==> config.mk <==
export PLATFORM = sky130hd
export DESIGN_NAME = alu_md_control
export DESIGN_NICKNAME = d
export VERILOG_FILES = /design/src/rtl/alu_md_control.sv
export SDC_FILE = /design/constraint.sdc
export NUM_CORES = 1
export LEC_CHECK = 0
export CAP_MARGIN = 20
export CORE_ASPECT_RATIO = 2
export CORE_MARGIN = 5
export CORE_UTILIZATION = 25
export CTS_CLUSTER_DIAMETER = 120
export DETAILED_ROUTE_END_ITERATION = 8
export PLACE_DENSITY = 0.4
export SLEW_MARGIN = 0
export SYNTH_ARGS = -nofsm -noshare
export SYNTH_HDL_FRONTEND = slang
export SYNTH_SLANG_ARGS = --single-unit
==> constraint.sdc <==
create_clock -name clk_i -period 8.1 [get_ports clk_i]
set_input_delay 1.62 -clock clk_i [delete_from_list [all_inputs] [get_ports clk_i]]
set_output_delay 1.62 -clock clk_i [all_outputs]
set_load 0.01 [all_outputs]
==> src/rtl/alu_md_control.sv <==
// RV32 EX-stage ALU control decode plus an iterative M-extension multiply/divide
// engine (shift-add multiply, restoring divide) that stalls EX while it runs.
module alu_md_control #(
  parameter int XLEN  = 32,
  parameter int CNT_W = $clog2(XLEN) + 1
) (
  input  logic            clk_i,
  input  logic            rst_i,
  input  logic            valid_i,
  input  logic            flush_i,
  input  logic [2:0]      ALUOp_i,
  input  logic [6:0]      funct7_i,
  input  logic [2:0]      funct3_i,
  input  logic [XLEN-1:0] rs1_i,
  input  logic [XLEN-1:0] rs2_i,
  output logic [2:0]      alu_ctrl_o,
  output logic            md_sel_o,
  output logic            stall_o,
  output logic            md_done_o,
  output logic [XLEN-1:0] md_result_o
);
  localparam logic [2:0] ALU_ADD = 3'b000;
  localparam logic [2:0] ALU_SUB = 3'b001;
  localparam logic [2:0] ALU_NOP = 3'b011;
  localparam logic [2:0] ALU_AND = 3'b100;
  localparam logic [2:0] ALU_XOR = 3'b101;
  localparam logic [2:0] ALU_SLL = 3'b110;
  localparam logic [2:0] ALU_SRA = 3'b111;

  typedef enum logic [1:0] {IDLE, PREP, CALC, FIX} state_e;

  state_e            state_q, state_d;
  logic [CNT_W-1:0]  cnt_q, cnt_d;
  logic [2:0]        op_q, op_d;
  logic [XLEN-1:0]   rs1_q, rs1_d, rs2_q, rs2_d;
  logic [XLEN-1:0]   opd_q, opd_d;
  logic [XLEN-1:0]   md_result_q, md_result_d;
  logic [2*XLEN-1:0] acc_q, acc_d;
  logic              neg_q, neg_d, rneg_q, rneg_d;
  logic              md_done_q, md_done_d;

  logic              is_m, accept;
  logic              a_signed, b_signed, a_neg, b_neg;
  logic [XLEN-1:0]   a_mag, b_mag;
  logic [XLEN:0]     add_sum, rem_sh;
  logic [XLEN-1:0]   rem_sub;
  logic [2*XLEN-1:0] acc_step, prod_fix;
  logic [XLEN-1:0]   quo_fix, rem_fix, fix_result;

  // NOTE: every combinational output gets a default first so no path leaves it unassigned (no latch).
  always_comb begin : decode
    alu_ctrl_o = ALU_NOP;
    case (ALUOp_i)
      3'b000, 3'b010: alu_ctrl_o = ALU_ADD;
      3'b001: begin
        if (funct3_i == 3'b000) alu_ctrl_o = ALU_ADD;
        else if (funct3_i == 3'b101 && funct7_i == 7'b0100000) alu_ctrl_o = ALU_SRA;
      end
      3'b011: begin
        if (funct7_i == 7'b0000000) begin
          case (funct3_i)
            3'b000:  alu_ctrl_o = ALU_ADD;
            3'b111:  alu_ctrl_o = ALU_AND;
            3'b100:  alu_ctrl_o = ALU_XOR;
            3'b001:  alu_ctrl_o = ALU_SLL;
            default: alu_ctrl_o = ALU_NOP;
          endcase
        end else if (funct7_i == 7'b0100000 && funct3_i == 3'b000) begin
          alu_ctrl_o = ALU_SUB;
        end
      end
      3'b110:  alu_ctrl_o = ALU_SUB;
      default: alu_ctrl_o = ALU_NOP;
    endcase
  end

  assign is_m     = (ALUOp_i == 3'b011) && (funct7_i == 7'b0000001);
  assign md_sel_o = is_m;
  assign accept   = (state_q == IDLE) && valid_i && is_m && !flush_i;

  // Signed sources: MULH both, MULHSU rs1 only, DIV/REM both.
  assign a_signed = (op_q == 3'b001) || (op_q == 3'b010) || (op_q == 3'b100) || (op_q == 3'b110);
  assign b_signed = (op_q == 3'b001) || (op_q == 3'b100) || (op_q == 3'b110);
  assign a_neg    = a_signed && rs1_q[XLEN-1];
  assign b_neg    = b_signed && rs2_q[XLEN-1];
  assign a_mag    = a_neg ? -rs1_q : rs1_q;
  assign b_mag    = b_neg ? -rs2_q : rs2_q;

  // One iteration; acc holds {partial product, multiplier} or {remainder, quotient}.
  always_comb begin : step
    add_sum = {1'b0, acc_q[2*XLEN-1:XLEN]} + {1'b0, opd_q};
    rem_sh  = {acc_q[2*XLEN-1:XLEN], acc_q[XLEN-1]};
    rem_sub = rem_sh[XLEN-1:0] - opd_q;
    if (op_q[2]) begin
      if (rem_sh >= {1'b0, opd_q}) acc_step = {rem_sub, acc_q[XLEN-2:0], 1'b1};
      else                         acc_step = {rem_sh[XLEN-1:0], acc_q[XLEN-2:0], 1'b0};
    end else if (acc_q[0]) begin
      acc_step = {add_sum, acc_q[XLEN-1:1]};
    end else begin
      acc_step = {1'b0, acc_q[2*XLEN-1:1]};
    end

    prod_fix = neg_q  ? -acc_step : acc_step;
    quo_fix  = neg_q  ? -acc_step[XLEN-1:0] : acc_step[XLEN-1:0];
    rem_fix  = rneg_q ? -acc_step[2*XLEN-1:XLEN] : acc_step[2*XLEN-1:XLEN];
    case (op_q)
      3'b000:                 fix_result = prod_fix[XLEN-1:0];
      3'b001, 3'b010, 3'b011: fix_result = prod_fix[2*XLEN-1:XLEN];
      3'b100, 3'b101:         fix_result = quo_fix;
      default:                fix_result = rem_fix;
    endcase
  end

  always_comb begin : next_state
    state_d     = state_q;
    cnt_d       = cnt_q;
    op_d        = op_q;
    rs1_d       = rs1_q;
    rs2_d       = rs2_q;
    opd_d       = opd_q;
    acc_d       = acc_q;
    neg_d       = neg_q;
    rneg_d      = rneg_q;
    md_done_d   = 1'b0;
    md_result_d = md_result_q;
    case (state_q)
      IDLE: if (accept) begin
        state_d = PREP;
        op_d    = funct3_i;
        rs1_d   = rs1_i;
        rs2_d   = rs2_i;
      end
      PREP: begin
        opd_d  = op_q[2] ? b_mag : a_mag;
        acc_d  = {{XLEN{1'b0}}, (op_q[2] ? a_mag : b_mag)};
        neg_d  = a_neg ^ b_neg;
        rneg_d = a_neg;
        cnt_d  = CNT_W'(XLEN);
        if (op_q[2] && rs2_q == '0) begin
          state_d     = FIX;
          md_done_d   = 1'b1;
          md_result_d = op_q[1] ? rs1_q : '1;
        end else begin
          state_d = CALC;
        end
      end
      CALC: begin
        acc_d = acc_step;
        cnt_d = cnt_q - CNT_W'(1);
        if (cnt_q == CNT_W'(1)) begin
          state_d     = FIX;
          md_done_d   = 1'b1;
          md_result_d = fix_result;
        end
      end
      default: state_d = IDLE;
    endcase
    if (flush_i) begin
      state_d     = IDLE;
      md_done_d   = 1'b0;
      md_result_d = md_result_q;
    end
  end

  // NOTE: state registers use non-blocking assignments so all flops update from pre-edge values.
  always_ff @(posedge clk_i) begin
    if (rst_i) begin
      state_q     <= IDLE;
      cnt_q       <= '0;
      op_q        <= '0;
      rs1_q       <= '0;
      rs2_q       <= '0;
      opd_q       <= '0;
      acc_q       <= '0;
      neg_q       <= 1'b0;
      rneg_q      <= 1'b0;
      md_done_q   <= 1'b0;
      md_result_q <= '0;
    end else begin
      state_q     <= state_d;
      cnt_q       <= cnt_d;
      op_q        <= op_d;
      rs1_q       <= rs1_d;
      rs2_q       <= rs2_d;
      opd_q       <= opd_d;
      acc_q       <= acc_d;
      neg_q       <= neg_d;
      rneg_q      <= rneg_d;
      md_done_q   <= md_done_d;
      md_result_q <= md_result_d;
    end
  end

  assign stall_o     = !rst_i && !flush_i && (accept || state_q == PREP || state_q == CALC);
  assign md_done_o   = md_done_q && !flush_i && !rst_i;
  assign md_result_o = md_result_q;
endmodule

# Word-level counts from Yosys, hierarchy flattened
# Cells that the tools add are included.
# totals
out_inout_bits	38
word_cells	110
in_bits	81
ff_bits	206
# classes
eq_ne	22
order_cmp	1
n_mux	30
bitwise	2
addsub	8
reduce_logical	36
# op_table
op	n
$mux W32	9
$mux W64	4
$neg A32 Y32	4
$pmux W64 S2	1
$pmux W32 S3	1
$neg A64 Y64	1
$pmux W32 S2	1
$add A32 B32 Y33	1
$ge A33 B32 Y1	1
$logic_not A32 Y1	1
$sub A32 B32 Y32	1
$pmux W3 S4	2
$eq A3 B3 Y1 const B	7
$logic_and A1 B1 Y1	13
$eq A3 B2 Y1 const B	4
$pmux W6 S2	1
$eq A3 B1 Y1 const B	3
$logic_not A3 Y1	3
$mux W3	3
$eq A7 B1 Y1 const B	1
$eq A7 B6 Y1 const B	1
$logic_not A7 Y1	1
$logic_or A1 B1 Y1	7
$eq A6 B1 Y1 const B	1
other kinds (17)	27

# Logic depth before layout (Yosys ltp)
# logic_depth
word_depth	8
ltp_mapped	24
ltp_nobuf	21

# Worst setup path after synthesis
# Ideal clock, no wire load.
# synth_timing
path_kind	input -> output
start	input port funct7_i[3]
end	output port stall_o
setup_slack_ps	3055
path_stages	6
n_path_buf	2
required_ps	6480
arrival_ps	3425
path_cell_list	or4_1 > nor3_1 > and4b_1 > clkbuf_1 > clkbuf_1 > o31a_1
# synth_via
elab_chain_len	7
# synth_rtl
element	line	text
start, declared	12	input logic [6:0] funct7_i,
$eq A7 B1 Y1	77	assign is_m = (ALUOp_i == 3'b011) && (funct7_i == 7'b0000001);
$logic_and A1 B1 Y1	77	
via md_sel_o	17	output logic md_sel_o,
$logic_and A1 B1 Y1 (2 in series)	79	assign accept = (state_q == IDLE) && valid_i && is_m && !flush_i;
$logic_or A1 B1 Y1 (2 in series)	194	assign stall_o = !rst_i && !flush_i && (accept || state_q == PREP || state_q == CALC);
$logic_and A1 B1 Y1	194	
end, declared	18	output logic stall_o,
# The timed path passes the listed nets, and every way through them passes these cells.

# Worst setup path after layout
# layout_timing
start	register opd_q[28]
end	register md_result_q[28] (netlist: md_result_o[28])
# layout_via
elab_chain_len	8
word_cells_on_any_way	15
classes_between	add/sub (5); order compare (1); mux (9)
# layout_rtl
element	line	text
start, declared	36	logic [XLEN-1:0] opd_q, opd_d;
start signal, assigned	185	opd_q <= opd_d;
$add A32 B32 Y33 (tied with other cells)	91	add_sum = {1'b0, acc_q[2*XLEN-1:XLEN]} + {1'b0, opd_q};
$mux W64, on equally long branches	97, 95	
$mux W64 *	94	if (op_q[2]) begin
$neg A64 Y64 (tied with other cells)	103	prod_fix = neg_q ? -acc_step : acc_step;
$mux W64 (tied with other cells)	103	
$pmux W32 S3 *	106	case (op_q)
$mux W32 *	150	if (cnt_q == CNT_W'(1)) begin
$pmux W32 S2 *	126	case (state_q)
end signal, assigned	190	md_result_q <= md_result_d;
end, declared	37	logic [XLEN-1:0] md_result_q, md_result_d;
# Every way passes the cells marked *; elsewhere a longest branch is shown, timed or not. The select of a mux whose other input is x is not followed.
# A chain may end at the register's enable or synchronous reset.

==> results.sh <==
export IMPL_grt_use_total_pct=23.5
export IMPL_post_cts_resize_count=0
export IMPL_run_status="finished, final reports clean"
export IMPL_cp_cell_sequence="inv_1 > ha_1 > a21oi_1 > o211ai_1 > a211oi_2 > nand3_1 > buf_4 > nor4_1 > a211oi_1 > buf_4 > nor3_1 > nand4_1 > nor4_1 > nand2_1 > a2111oi_0"
export IMPL_num_rows=140
export IMPL_p_clk_share_pct=55.3
export IMPL_rsz0062_at_grt="no"
export IMPL_synth_seq_cells=206
export IMPL_viasPerCell=5.67
export IMPL_insertion_delay_ps=590
export IMPL_dp_final_hpwl_um=76500
export IMPL_clock_skew_ps=27.3
export IMPL_layout_drive_gt1_share_pct=7.06
export IMPL_most_common_layout_cells="nand2_1 (340), nor2_1 (299), a21oi_1 (239)"
export IMPL_cp_required_ps=8540
export IMPL_grt_pass1_wl_um=139000
export IMPL_max_cap_violations=0
export IMPL_setup_violations=0
export IMPL_cts_reportedPaths_clkPinSlew_ps=70
export IMPL_cpPeakStageDelay_ps=670
export IMPL_grt_overflow_total=0
export IMPL_cp_end_kind="flip-flop"
export IMPL_fillers=7913
export IMPL_syn_avg_cell_area_um2=7.08
export IMPL_syn_inst=2577
export IMPL_synth_area_um2=18200
export IMPL_switching_share_pct=23.8
export IMPL_p_sw_mw=0.579
export IMPL_async_flop_share_pct=0
export IMPL_vias=20082
export IMPL_tns_ps=0
export IMPL_start_util_pct=25.1
export IMPL_drcViolationCount=0
export IMPL_cts_tree="done"
export IMPL_power_leakage_nw=7.90
export IMPL_io_buffers=118
export IMPL_fin_ws_ps=1730
export IMPL_seqPwrFrac_pct=41.6
export IMPL_combinationalPowerShare_pct=3.1
export IMPL_final_antenna_net_count=0
export IMPL_wl_met3_um=3670
export IMPL_drtIter0Drc=1483
export IMPL_wl_met1_um=30800
export IMPL_layout_commonest_cell="nand2_1"
export IMPL_nNetsFinal=2758
export IMPL_fmax_ghz=0.157
export IMPL_finalPower_mw=2.43
export IMPL_fin_crit_ps=6370
export IMPL_finish_utilization_pct=29.3
export IMPL_path_max_fanout=12
export IMPL_routed_wl_um=96800
export IMPL_synth_sequential_area_ratio_pct=22.6
export IMPL_slew_headroom_pct=26.7
export IMPL_core_um2=72700
export IMPL_top_layer="met5"
export IMPL_worst_pin_slew_ps=1100
export IMPL_cts_made_buffers=24
export IMPL_ys_flop_type="dfxtp_1"
export IMPL_hold_slack_ps=465
export IMPL_chipHeight_um=392
export IMPL_ir_drop_v=0.000127
export IMPL_drt_pre_antenna_iters=6
export IMPL_grt_antenna_before_repair=3
export IMPL_dr_wl_met2_um=51600
export IMPL_synth_cell_types=94
export IMPL_arrival_ps=6810
export IMPL_finalHoldViolCount=0
export IMPL_grt_max_degree=94
export IMPL_power_density_nw_per_um2=114
export IMPL_worstHoldPathType="reg -> reg"
export IMPL_ctsLongestPathBuffers=3
export IMPL_cts_num_sinks=206
export IMPL_postCtsHoldBufs=0
export IMPL_critPathKind="reg -> reg"
export IMPL_areaGrowthSynthToFinish_pct=16.7
export IMPL_gp_congestion=0.945
export IMPL_min_period_over_period_pct=78.6
export IMPL_internal_power_mw=1.85
export IMPL_root_buffer="clkbuf_16"
export IMPL_wl_per_cell_um=27.3
export IMPL_die_w_um=201
export IMPL_synth_edf_count=0
export IMPL_final_max_slew_viol_count=0
export IMPL_synth_yosys_warnings=0
export IMPL_pre_cts_slack_ps=1870
export IMPL_cp_slowest_cell="nand3_1"
export IMPL_diodes=0
export IMPL_first_global_vias=20356
export IMPL_start_kind="flip-flop"
export IMPL_ios=119
export IMPL_synth_fp_nets=2734
export IMPL_cts_setup_buffers=0
export IMPL_die_area_um2=78800
export IMPL_cts_htree_levels=1
[worst max-delay path: cells and delay by family, from the launching register on]
kind                       cells  cell delay (ps)
AOI/OAI and AO/OA              5             1580
adders and majority gates      1              480
buffers and inverters          3              690
DFF                            1              370
and+or+nand+nor                6             3100
[per-layer routing]
layer | vias up | global-route usage [%]
li1 | 9373 | -
met1 | 9679 | 21.2
met2 | 726 | 45.7
met3 | 302 | 2.34
met4 | 2 | 21.2
met5 | - | 0
[power groups by stage]
stage / Combinational (mW) / Sequential, mW / Clock [mW]
3_3_place_gp: 0.0754 / 1.04 / 0
5_1_grt: 0.0789 / 1.01 / 1.42
3_5_place_dp: 0.0752 / 1.04 / 0
2_1_floorplan: 0.0218 / 1.04 / 0
4_1_cts: 0.0756 / 1.01 / 1.39
6_report: 0.0749 / 1.01 / 1.35
[state kept, by name, summed over array words and instances, names as in the netlist]
signal	count
opd_q	32
md_done_q	1
op_q	3
rs1_q	32
neg_q	1
state_q	2
acc_q	64
cnt_q	6
rs2_q	32
md_result_o	32
rneg_q	1
[cell type report]
cell class                      instances  area (µm²)  share of cell area (%)
Multi-Input combinational cell       2115       13100                    61.7
Sequential cell                       206        4130                    19.4
Timing Repair Buffer                  181        1670                    7.83
Tap cell                              923        1150                    5.42
Clock buffer                           30         694                    3.26
Inverter                               73         275                    1.29
Clock inverter                         14         243                    1.14
[worst paths after layout]
check	startpoint	endpoint	slack, ps	depth (start not counted)
min reg2reg	md_result_o[26]	md_result_o[26]	460	2
max	opd_q[28]	md_result_o[28]	1730	15
min	md_result_o[26]	md_result_o[26]	460	2
max reg2reg	opd_q[28]	md_result_o[28]	1730	15
[Yosys cell counts (all sizes together), types with 23 or more instances]
cell type | count | area (µm²)
nand3 | 40 | 200
a21oi | 241 | 1210
nor3 | 113 | 566
xnor2 | 95 | 832
clkbuf | 148 | 556
o21a | 23 | 174
or3 | 31 | 199
nor2 | 299 | 1120
a21o | 28 | 218
a31oi | 29 | 196
mux2i | 61 | 611
xor2 | 71 | 622
o21ai | 187 | 955
nand2 | 340 | 1280
buf | 35 | 178
nor4 | 34 | 225
nand4 | 25 | 156
inv | 72 | 270
a22oi | 30 | 225
ha | 74 | 926
nand2b | 26 | 163
dfxtp | 206 | 4120
a211oi | 62 | 488
[through the flow]
stage | cell area (µm²) | cells
2_1_floorplan | 18200 | 2577
3_3_place_gp | 20300 | 3497
3_5_place_dp | 20400 | 3498
4_1_cts | 21300 | 3542
5_1_grt | 21300 | 3542
6_report | 21300 | 3542
[cell families (layout without fill, tap and decap cells)]
| kind of cell | after synthesis | in the layout | share of synthesized area [%] |
|---|---|---|---|
| compound gates | 786 | 786 | 28.2 |
| xor+xnor | 166 | 166 | 7.97 |
| fa+ha+maj | 76 | 76 | 5.29 |
| buf+inv | 256 | 298 | 5.52 |
| flops | 206 | 206 | 22.6 |
| mux | 81 | 81 | 5.20 |
| simple gates | 1006 | 1006 | 25.3 |
(Power assumes the default switching activity.)
